<file path="src/rtl/dmem_dump.sv">
// dmem_dump: streams the whole data memory back out as a byte stream.
//
// On a start pulse the block walks every 32-bit word of data memory through
// a read port with one cycle of latency and emits each word as four bytes,
// least significant byte first, on a valid/ready stream. Used after a run to
// dump final memory contents for comparison against golden images.
//
// Ports:
//   clk        core clock, rising edge
//   reset_n    asynchronous, active-low reset
//   start      single-cycle dump request (ignored unless idle)
//   busy       high whenever the block is not idle
//   done       one-cycle pulse after the final byte is accepted
//   rd_en      data memory read enable
//   rd_addr    data memory word address
//   rd_data    read data, valid the cycle after rd_en is sampled
//   out_valid  byte available on out_data
//   out_ready  consumer accepts the byte on valid & ready
//   out_data   current byte
//   out_last   marks the final byte of the dump
module dmem_dump #(
    parameter  int DMEM_SIZE_BYTES = 32,
    localparam int N_WORDS         = DMEM_SIZE_BYTES / 4,
    localparam int ADDR_W          = (N_WORDS > 1) ? $clog2(N_WORDS) : 1
) (
    input  logic              clk,
    input  logic              reset_n,
    input  logic              start,
    output logic              busy,
    output logic              done,
    output logic              rd_en,
    output logic [ADDR_W-1:0] rd_addr,
    input  logic [31:0]       rd_data,
    output logic              out_valid,
    input  logic              out_ready,
    output logic [7:0]        out_data,
    output logic              out_last
);

    typedef enum logic [2:0] {
        S_IDLE,
        S_REQ,
        S_CAPT,
        S_SEND,
        S_DONE
    } state_t;

    state_t            state;
    logic [ADDR_W-1:0] word_idx;
    logic [1:0]        byte_idx;
    logic [31:0]       word_buf;

    logic              is_last_word;
    logic [1:0]        next_byte;

    // The final-word compare uses the current index, before any increment,
    // so word_idx never has to wrap.
    assign is_last_word = (word_idx == ADDR_W'(N_WORDS - 1));
    assign next_byte    = byte_idx + 2'd1;

    // All outputs are registered and updated alongside the state transition,
    // so out_data and rd_addr simply keep their last value when not written.
    always_ff @(posedge clk or negedge reset_n) begin
        if (!reset_n) begin
            state     <= S_IDLE;
            word_idx  <= '0;
            byte_idx  <= '0;
            word_buf  <= '0;
            busy      <= 1'b0;
            done      <= 1'b0;
            rd_en     <= 1'b0;
            rd_addr   <= '0;
            out_valid <= 1'b0;
            out_data  <= '0;
            out_last  <= 1'b0;
        end else begin
            // NOTE: state registers use non-blocking assignments so every
            // right-hand side below sees the pre-edge values.
            case (state)
                S_IDLE: begin
                    if (start) begin
                        state    <= S_REQ;
                        word_idx <= '0;
                        byte_idx <= '0;
                        busy     <= 1'b1;
                        rd_en    <= 1'b1;
                        rd_addr  <= '0;
                    end
                end

                S_REQ: begin
                    // The read is in flight; data lands during CAPT.
                    state <= S_CAPT;
                    rd_en <= 1'b0;
                end

                S_CAPT: begin
                    state     <= S_SEND;
                    word_buf  <= rd_data;
                    out_valid <= 1'b1;
                    out_data  <= rd_data[7:0];
                    out_last  <= 1'b0;
                end

                S_SEND: begin
                    // Without a handshake nothing changes, so the byte on
                    // the stream stays stable under backpressure.
                    if (out_ready) begin
                        if (byte_idx != 2'd3) begin
                            byte_idx <= next_byte;
                            out_data <= word_buf[{next_byte, 3'b000} +: 8];
                            out_last <= is_last_word && (byte_idx == 2'd2);
                        end else begin
                            byte_idx  <= '0;
                            out_valid <= 1'b0;
                            out_last  <= 1'b0;
                            if (is_last_word) begin
                                state <= S_DONE;
                                done  <= 1'b1;
                            end else begin
                                state    <= S_REQ;
                                word_idx <= word_idx + ADDR_W'(1);
                                rd_en    <= 1'b1;
                                rd_addr  <= word_idx + ADDR_W'(1);
                            end
                        end
                    end
                end

                S_DONE: begin
                    // start is deliberately not looked at here.
                    state <= S_IDLE;
                    done  <= 1'b0;
                    busy  <= 1'b0;
                end

                default: begin
                    state     <= S_IDLE;
                    busy      <= 1'b0;
                    done      <= 1'b0;
                    rd_en     <= 1'b0;
                    out_valid <= 1'b0;
                    out_last  <= 1'b0;
                end
            endcase
        end
    end

endmodule

</file>
<file path="config.mk">
export PLATFORM = sky130hd
export DESIGN_NAME = dmem_dump
export DESIGN_NICKNAME = d
export VERILOG_FILES = /design/src/rtl/dmem_dump.sv
export SDC_FILE = /design/constraint.sdc
export NUM_CORES = 1
export LEC_CHECK = 0
export CAP_MARGIN = 20
export CORE_UTILIZATION = 55
export CTS_CLUSTER_SIZE = 8
export DETAILED_ROUTE_END_ITERATION = 8
export PLACE_DENSITY = 0.85
export SYNTH_ARGS = -nofsm -noshare
export SYNTH_HDL_FRONTEND = slang
export SYNTH_SLANG_ARGS = --single-unit
</file>
<file path="constraint.sdc">
create_clock -name clk -period 3.98 [get_ports clk]
set_clock_uncertainty 0.15 [all_clocks]
set_input_delay 0.796 -clock clk [delete_from_list [all_inputs] [get_ports clk]]
set_output_delay 0.796 -clock clk [all_outputs]
set_load 0.05 [all_outputs]
</file>
==> qor.log, run 1 <==
[run_status] result of the run finished, final reports clean
[pwr] sw power 0.916 mW
[clock_tree] Hold-fix buffers, CTS 0
[sta] final count of negative-setup-slack endpoints 0
[clock_tree] Clock Latency Late Sink 0.31 ns
[floorplanning] effective utilization at floorplan 57.2%
[floorplanning] number of core rows 24
[drt] detailed-router iteration count before antenna repair 4
[yosys] Cells after Synth 180
[pwr] clock network fraction of design power 14.9%
[setup_path] sequence of cells on the critical path clkdlybuf4s50_1
[setup_path] origin of the critical flop-to-flop path byte_idx[0]
[global_routing] total global routing overflow 0
[sta] Worst Max-Slew Pin Slew 0.860 ns
[floorplanning] die area 4800 um2
[drt] Final ANT Viol Nets 0
[setup_path] slack of the worst reg-to-reg path 1.53 ns
[layout] Filler cells 306
[setup_path] source of the critical timing path word_idx[0]
[pwr] portion of total power attributed to combinational logic 46.6%
[layout] synth-to-layout area growth 25.5%
[global_routing] largest net degree at the start of global routing 40
[drt] WL per Instance 16.1 um
[sta] final critical path time including I/O delays and setup 2.49 ns
[clock_tree] clock root buffer clkbuf_8
[setup_path] reg2reg end out_data[7]
[sta] number of pins with negative max-slew slack in the final report 0
[sta] unrepaired setup endpoints after global routing false
[yosys] Post-synth EDFFs 0
[setup_path] worst path buffer plus inverter count 1
[layout] final antenna diode count 0
[drt] number of remaining DRC errors 0
[drt] post-detailed-route via-to-cell ratio 5.76
[yosys] async set or reset register ratio after synthesis 100%
[yosys] Post-Syn Area 2490 um2
[floorplanning] x dimension of the die 69.3 um
[layout] net total in the final layout 271
[pwr] static power due to leakage 1.35 nW
[global_routing] number of antenna violations at the first check in global routing 0
[yosys] area share of the largest cell type after synthesis 53.3%
[setup_path] type of element capturing the critical path output port
[layout] layout cell share with drive strength beyond 1 23.8%
[setup_path] required time of the worst setup path 3.03 ns
[hold_path] count of cells along the worst hold path 1
[place] final weighted congestion in routability-driven placement 0.814
[pwr] cell area power density 812 nW/um2
[pwr] fraction of power spent switching nets 36.1%
[setup_path] category of cells accounting for the largest share of critical-path delay buffers and inverters
[clock_tree] number of buffers inserted during clock tree synthesis 5
[clock_tree] count of buffers added by post-CTS timing repair for setup 0
[pwr] Internal 1.62 mW
[layout] top library cells by usage in the layout, fill and taps aside dfrtp_1 (53), clkdlybuf4s50_1 (50), mux2_2 (31)
[yosys] count of different cell masters after synthesis 39
[global_routing] via count of the first global-routing pass 1562
[clock_tree] TritonCTS clock tree yes
[setup_path] number of logic stages on the critical path including buffering 1
[hold_path] classification of the worst-slack hold path flop to flop
[yosys] number of synthesized register bits 53
[pwr] Max VDD drop 0.360 mV
[sta] Setup WS post-layout 1.49 ns
[yosys] prevailing post-synth register cell dfrtp_1
[yosys] Net Count, Synth 221
[place] count of buffers inserted at the top-level ports 51
[clock_tree] post-cts gate resize count 0
[drt] initial DRC count 93
[floorplanning] die height 69.3 um
[clock_tree] clock input transition at the sequential cells of the worst setup and hold paths 0.10 ns
[sta] f_max 0.401 GHz
[sta] Relative slew margins 42.7%
[layout] most common cell after layout, fill and taps aside dfrtp_1
[global_routing] first-pass GRT wire length 7640 um
[yosys] post-synthesis cell type with the largest combined area dfrtp_1
[flow_run] Max-cap violations 0
[setup_path] CP max stage delay 0.82 ns
[setup_path] FF-to-FF path depth 5
[setup_path] Critical Path Source Type flop
[sta] share of the cycle needed by the critical path after routing 62.6%
[setup_path] Critical Path AT 1.55 ns
[sta] sum of negative setup slack 0 ns
[setup_path] type of the worst setup path flop to output port
[yosys] Synth warnings 0
[clock_tree] number of buffers on the longest clock path 2
[clock_tree] H-tree level count 2
[global_routing] GRT Util Overall 20.7%
[setup_path] Critical Path Sink rd_addr[0]
[place] hpwl dp 3180 um
[setup_path] biggest fanout along the worst timing path 3
[yosys] share of synthesized area occupied by flip-flops and latches 53.3%
[floorplanning] placeable core region 4350 um2
[place] worst slack at placement 1.41 ns
[yosys] post-synthesis average cell area 13.8 um2
[pwr] sequential power share 38.4%
[sta] Final Hold Fails 0
[yosys] cell types with the largest area share after synthesis dfrtp_1 (53%), mux2_2 (14%), mux4_2 (7.2%)
[drt] final routed wirelength across all metal layers 4550 um
[setup_path] critical-path cell with the highest stage delay clkdlybuf4s50_1
[clock_tree] sinks on the clock net 53
[drt] vias after detailed routing 1630
[floorplanning] boundary pin count 52
-- how the worst min path moves through the flow --
| stage | to | start | slack [ns] |
|---|---|---|---|
| 3_3_place_gp | word_buf[2] | word_buf[2] | 0.31 |
| 3_5_place_dp | word_buf[2] | word_buf[2] | 0.33 |
| 4_1_cts | word_buf[2] | word_buf[2] | 0.35 |
| 6_report | word_buf[2] | word_buf[2] | 0.35 |
| 5_1_grt | word_buf[27] | word_buf[27] | 0.37 |
| 2_1_floorplan | word_buf[2] | word_buf[2] | 0.30 |
-- synthesized netlist by cell type, types with 2 or more instances --
| cell | instances |
|---|---|
| a21oi_1 | 4 |
| a32o_1 | 5 |
| a22o_1 | 2 |
| inv_1 | 9 |
| nor3_1 | 2 |
| o21ai_0 | 7 |
| nor2_1 | 6 |
| buf_6 | 2 |
| mux2_2 | 31 |
| nor2b_1 | 3 |
| a221o_1 | 4 |
| nand3_1 | 3 |
| and2_1 | 4 |
| clkbuf_1 | 2 |
| mux2_1 | 2 |
| dfrtp_1 | 53 |
| nand2_1 | 2 |
| nand2b_1 | 4 |
| ha_1 | 5 |
| buf_4 | 4 |
| mux4_2 | 8 |
-- power by group through the flow --
stage,registers (mW),logic (mW),clock network [mW]
2_1_floorplan,1.13,0.730,0
3_3_place_gp,0.979,1.16,0
3_5_place_dp,0.986,1.19,0
4_1_cts,0.978,1.19,0.385
5_1_grt,1.01,1.26,0.409
6_report,0.975,1.18,0.379
-- final cells by class --
class                      count  area (um2)  area share (%)
clock inverter                 2        37.5            1.20
timing repair buffer          53         520            16.7
multi-input combinational    108        1060            33.9
inverter                       9        33.8            1.08
sequential                    53        1330            42.4
tap                           52        65.1            2.08
clock buffer                   6        82.6            2.64
-- state kept, by name, summed over array words and instances, names as in the netlist --
name and flops:
busy 1, byte_idx 2, done 1, out_data 8, out_last 1, out_valid 1
rd_en 1, state 3, word_buf 32, word_idx 3
-- metrics by stage --
step	cell area (um2)	instances	power, mW	hold slack, ns	utilization [%]
final	3130	283	2.54	0.348	71.8
after global routing	3130	283	2.68	0.375	71.8
after CTS	3130	283	2.55	0.351	71.8
after detailed placement	3010	275	2.18	0.330	69.0
after global placement	3010	275	2.14	0.313	69.0
after floorplan	2490	180	1.86	0.303	-
-- kinds of logic after synthesis --
group / Yosys count / synth area share, %
mux: 42 / 22.8
buf+inv: 19 / 4.17
fa+ha+maj: 5 / 2.51
flops: 53 / 53.3
simple gates: 33 / 8.84
compound gates: 28 / 8.44
-- routing by layer --
| layer | vias up | share of wire (%) | GRT usage (%) |
|---|---|---|---|
| met5 | - | 0 | 0 |
| met4 | 0 | 1.5 | 7.48 |
| met3 | 6 | 3.9 | 5.38 |
| met2 | 41 | 48 | 32.1 |
| met1 | 818 | 46 | 28.4 |
| li1 | 765 | - | - |
Power figures use the tool's default switching activity.
==> inputs of run 2 (changes only) <==
--- a/config.mk
+++ b/config.mk
@@ -6,10 +6,10 @@
 export NUM_CORES = 1
 export LEC_CHECK = 0
 export CAP_MARGIN = 20
-export CORE_UTILIZATION = 55
+export CORE_UTILIZATION = 46
 export CTS_CLUSTER_SIZE = 8
 export DETAILED_ROUTE_END_ITERATION = 8
-export PLACE_DENSITY = 0.85
+export PLACE_DENSITY = 0.76
 export SYNTH_ARGS = -nofsm -noshare
 export SYNTH_HDL_FRONTEND = slang
 export SYNTH_SLANG_ARGS = --single-unit
==> constraint.sdc (replaced) <==
create_clock -name clk -period 2.2 [get_ports clk]
set_clock_uncertainty 0.15 [all_clocks]
set_input_delay 0.44 -clock clk [delete_from_list [all_inputs] [get_ports clk]]
set_output_delay 0.44 -clock clk [all_outputs]
set_load 0.05 [all_outputs]
==> run 2 against run 1 <==
  * Core utilization is 9.6 points lower
  * Total power is 81% higher
  * Sequential share of layout area is 1.2 points lower
  * Largest power group unchanged
==> qor.log, run 2 (synthesis gave the netlist of run 1 again) <==
[layout] net total in the final layout 281 [was 271]
[layout] layout cell share with drive strength beyond 1 26.6% [was 23.8%]
[floorplanning] number of core rows 26 [was 24]
[drt] Final ANT Viol Nets 0 [unchanged]
[pwr] cell area power density 1420 nW/um2 [was 812 nW/um2]
[sta] Final Hold Fails 0 [unchanged]
[sta] final critical path time including I/O delays and setup 2.14 ns
[clock_tree] number of buffers on the longest clock path 2 [unchanged]
[setup_path] type of element capturing the critical path output port [unchanged]
[sta] unrepaired setup endpoints after global routing false [unchanged]
[hold_path] classification of the worst-slack hold path flop to flop [unchanged]
[layout] top library cells by usage in the layout, fill and taps aside dfrtp_1 (53), clkdlybuf4s50_1 (50), mux2_2 (31) [unchanged]
[clock_tree] TritonCTS clock tree yes [unchanged]
[floorplanning] x dimension of the die 75.6 um [was 69.3 um]
[setup_path] biggest fanout along the worst timing path 4 [was 3]
[setup_path] worst path buffer plus inverter count 1 [unchanged]
[global_routing] largest net degree at the start of global routing 44 [was 40]
[floorplanning] effective utilization at floorplan 48.1% [was 57.2%]
[drt] WL per Instance 15.2 um [was 16.1 um]
[layout] largest register by flop count word_buf [unchanged]
[setup_path] CP max stage delay 0.82 ns [about the same]
[global_routing] number of antenna violations at the first check in global routing 0 [unchanged]
[clock_tree] Clock Latency Late Sink 0.31 ns [about the same]
[setup_path] sequence of cells on the critical path clkdlybuf4s50_1 [unchanged]
[layout] number of flip-flops under the largest register name 32 [unchanged]
[setup_path] Critical Path AT 1.55 ns [about the same]
[layout] most common cell after layout, fill and taps aside dfrtp_1 [unchanged]
[setup_path] number of logic stages on the critical path including buffering 1 [unchanged]
[hold_path] count of cells along the worst hold path 1 [unchanged]
[drt] vias after detailed routing 1667 [was 1630]
[clock_tree] H-tree level count 2 [unchanged]
[global_routing] via count of the first global-routing pass 1663 [was 1562]
[setup_path] type of the worst setup path flop to output port [unchanged]
[sta] Worst Max-Slew Pin Slew 0.643 ns [was 0.860 ns]
[layout] Regs by FF count word_buf x32, out_data x8 [unchanged]
[clock_tree] number of buffers inserted during clock tree synthesis 5 [unchanged]
[floorplanning] die area 5710 um2 [was 4800 um2]
[flow_run] Max-cap violations 0 [unchanged]
[layout] synth-to-layout area growth 29.2% [was 25.5%]
[floorplanning] die height 75.6 um [was 69.3 um]
[global_routing] GRT Util Overall 18.8% [was 20.7%]
[clock_tree] clock input transition at the sequential cells of the worst setup and hold paths 0.10 ns [about the same]
[pwr] Total Power Consumption 4.58 mW [was 2.54 mW]
[floorplanning] placeable core region 5170 um2 [was 4350 um2]
[setup_path] category of cells accounting for the largest share of critical-path delay buffers and inverters [unchanged]
[floorplanning] boundary pin count 52 [unchanged]
[sta] sum of negative setup slack 0 ns [unchanged]
[sta] number of pins with negative max-slew slack in the final report 0 [unchanged]
[clock_tree] clock root buffer clkbuf_8 [unchanged]
[drt] detailed-router iteration count before antenna repair 4 [unchanged]
[setup_path] FF-to-FF path depth 5 [unchanged]
[clock_tree] sinks on the clock net 53 [unchanged]
[pwr] Max VDD drop 0.569 mV [was 0.360 mV]
[setup_path] critical-path cell with the highest stage delay clkdlybuf4s50_1 [unchanged]
[run_status] result of the run finished, final reports clean [unchanged]
[place] hpwl dp 3400 um [was 3180 um]
[drt] initial DRC count 78 [was 93]
[pwr] static power due to leakage 1.39 nW [was 1.35 nW]
[place] final weighted congestion in routability-driven placement 0.834 [was 0.814]
[sta] f_max 0.467 GHz
[global_routing] total global routing overflow 0 [unchanged]
[setup_path] Critical Path Source Type flop [unchanged]
[sta] final count of negative-setup-slack endpoints 0 [unchanged]
[drt] post-detailed-route via-to-cell ratio 5.36 [was 5.76]
[global_routing] first-pass GRT wire length 7870 um [was 7640 um]
[sta] share of the cycle needed by the critical path after routing 97.3%
[drt] final routed wirelength across all metal layers 4720 um [was 4550 um]
[layout] final antenna diode count 0 [unchanged]
[place] count of buffers inserted at the top-level ports 51 [unchanged]
[sta] Relative slew margins 56.9% [was 42.7%]
[setup_path] required time of the worst setup path 1.61 ns [was 3.03 ns]
[drt] number of remaining DRC errors 0 [unchanged]
[run 2: where the power goes]
| part | switching (mW) | internal [mW] | total [mW] |
|---|---|---|---|
| sequential | 0.283 | 1.43 | 1.71 |
| clock | 0.320 | 0.220 | 0.541 |
| combinational | 1.09 | 1.24 | 2.33 |
| total | 1.70 | 2.89 | 4.58 |
[run 2: what timing repair did]
action                                 CTS  global route
endpoints found under the hold margin   10             0
resized for setup                        0             0
hold buffers                             1             0
setup buffers                            0             0
[run 2: final timing paths]
check | start | to | slack [ns]
worst max-delay path | word_idx[2] | rd_addr[2] | 0.06
worst min-delay path | word_buf[2] | word_buf[2] | 0.35
worst max register to register | byte_idx[0] | out_data[2] | 0.23
worst min register to register | word_buf[2] | word_buf[2] | 0.35
max in group asynchronous | reset_n | word_buf[3] | 1.02
min in group asynchronous | reset_n | word_idx[0] | 0.37
[run 2: layout make-up]
type | count | area, um2
Multi-Input combinational cell | 108 | 1060
Inverter | 9 | 33.8
Timing Repair Buffer | 63 | 623
Clock inverter | 3 | 17.5
Sequential cell | 53 | 1330
Fill cell | 433 | 1960
Clock buffer | 5 | 68.8
Tap cell | 70 | 87.6
[run 2: stage by stage]
step / cells / utilization, % / worst slack [ns] / cell area [um2] / hold slack (ns)
after floorplan: 180 / - / 0.105 / 2490 / -0.00559
after global placement: 302 / 60.3 / 0.0758 / 3120 / 0.180
after detailed placement: 302 / 60.3 / 0.0561 / 3120 / 0.181
after CTS: 311 / 62.2 / 0.0398 / 3220 / 0.357
after global routing: 311 / 62.2 / 0.000366 / 3220 / 0.372
final: 311 / 62.2 / 0.0596 / 3220 / 0.353
[run 2: metal layers]
| metal | up-vias | track usage, % | share of wire [%] |
|---|---|---|---|
| met1 | 830 | 24.8 | 46 |
| met5 | - | 0 | 0 |
| met3 | 12 | 4.10 | 3.6 |
| met2 | 46 | 29.9 | 48 |
| met4 | 0 | 8.23 | 2.7 |
| li1 | 779 | - | - |
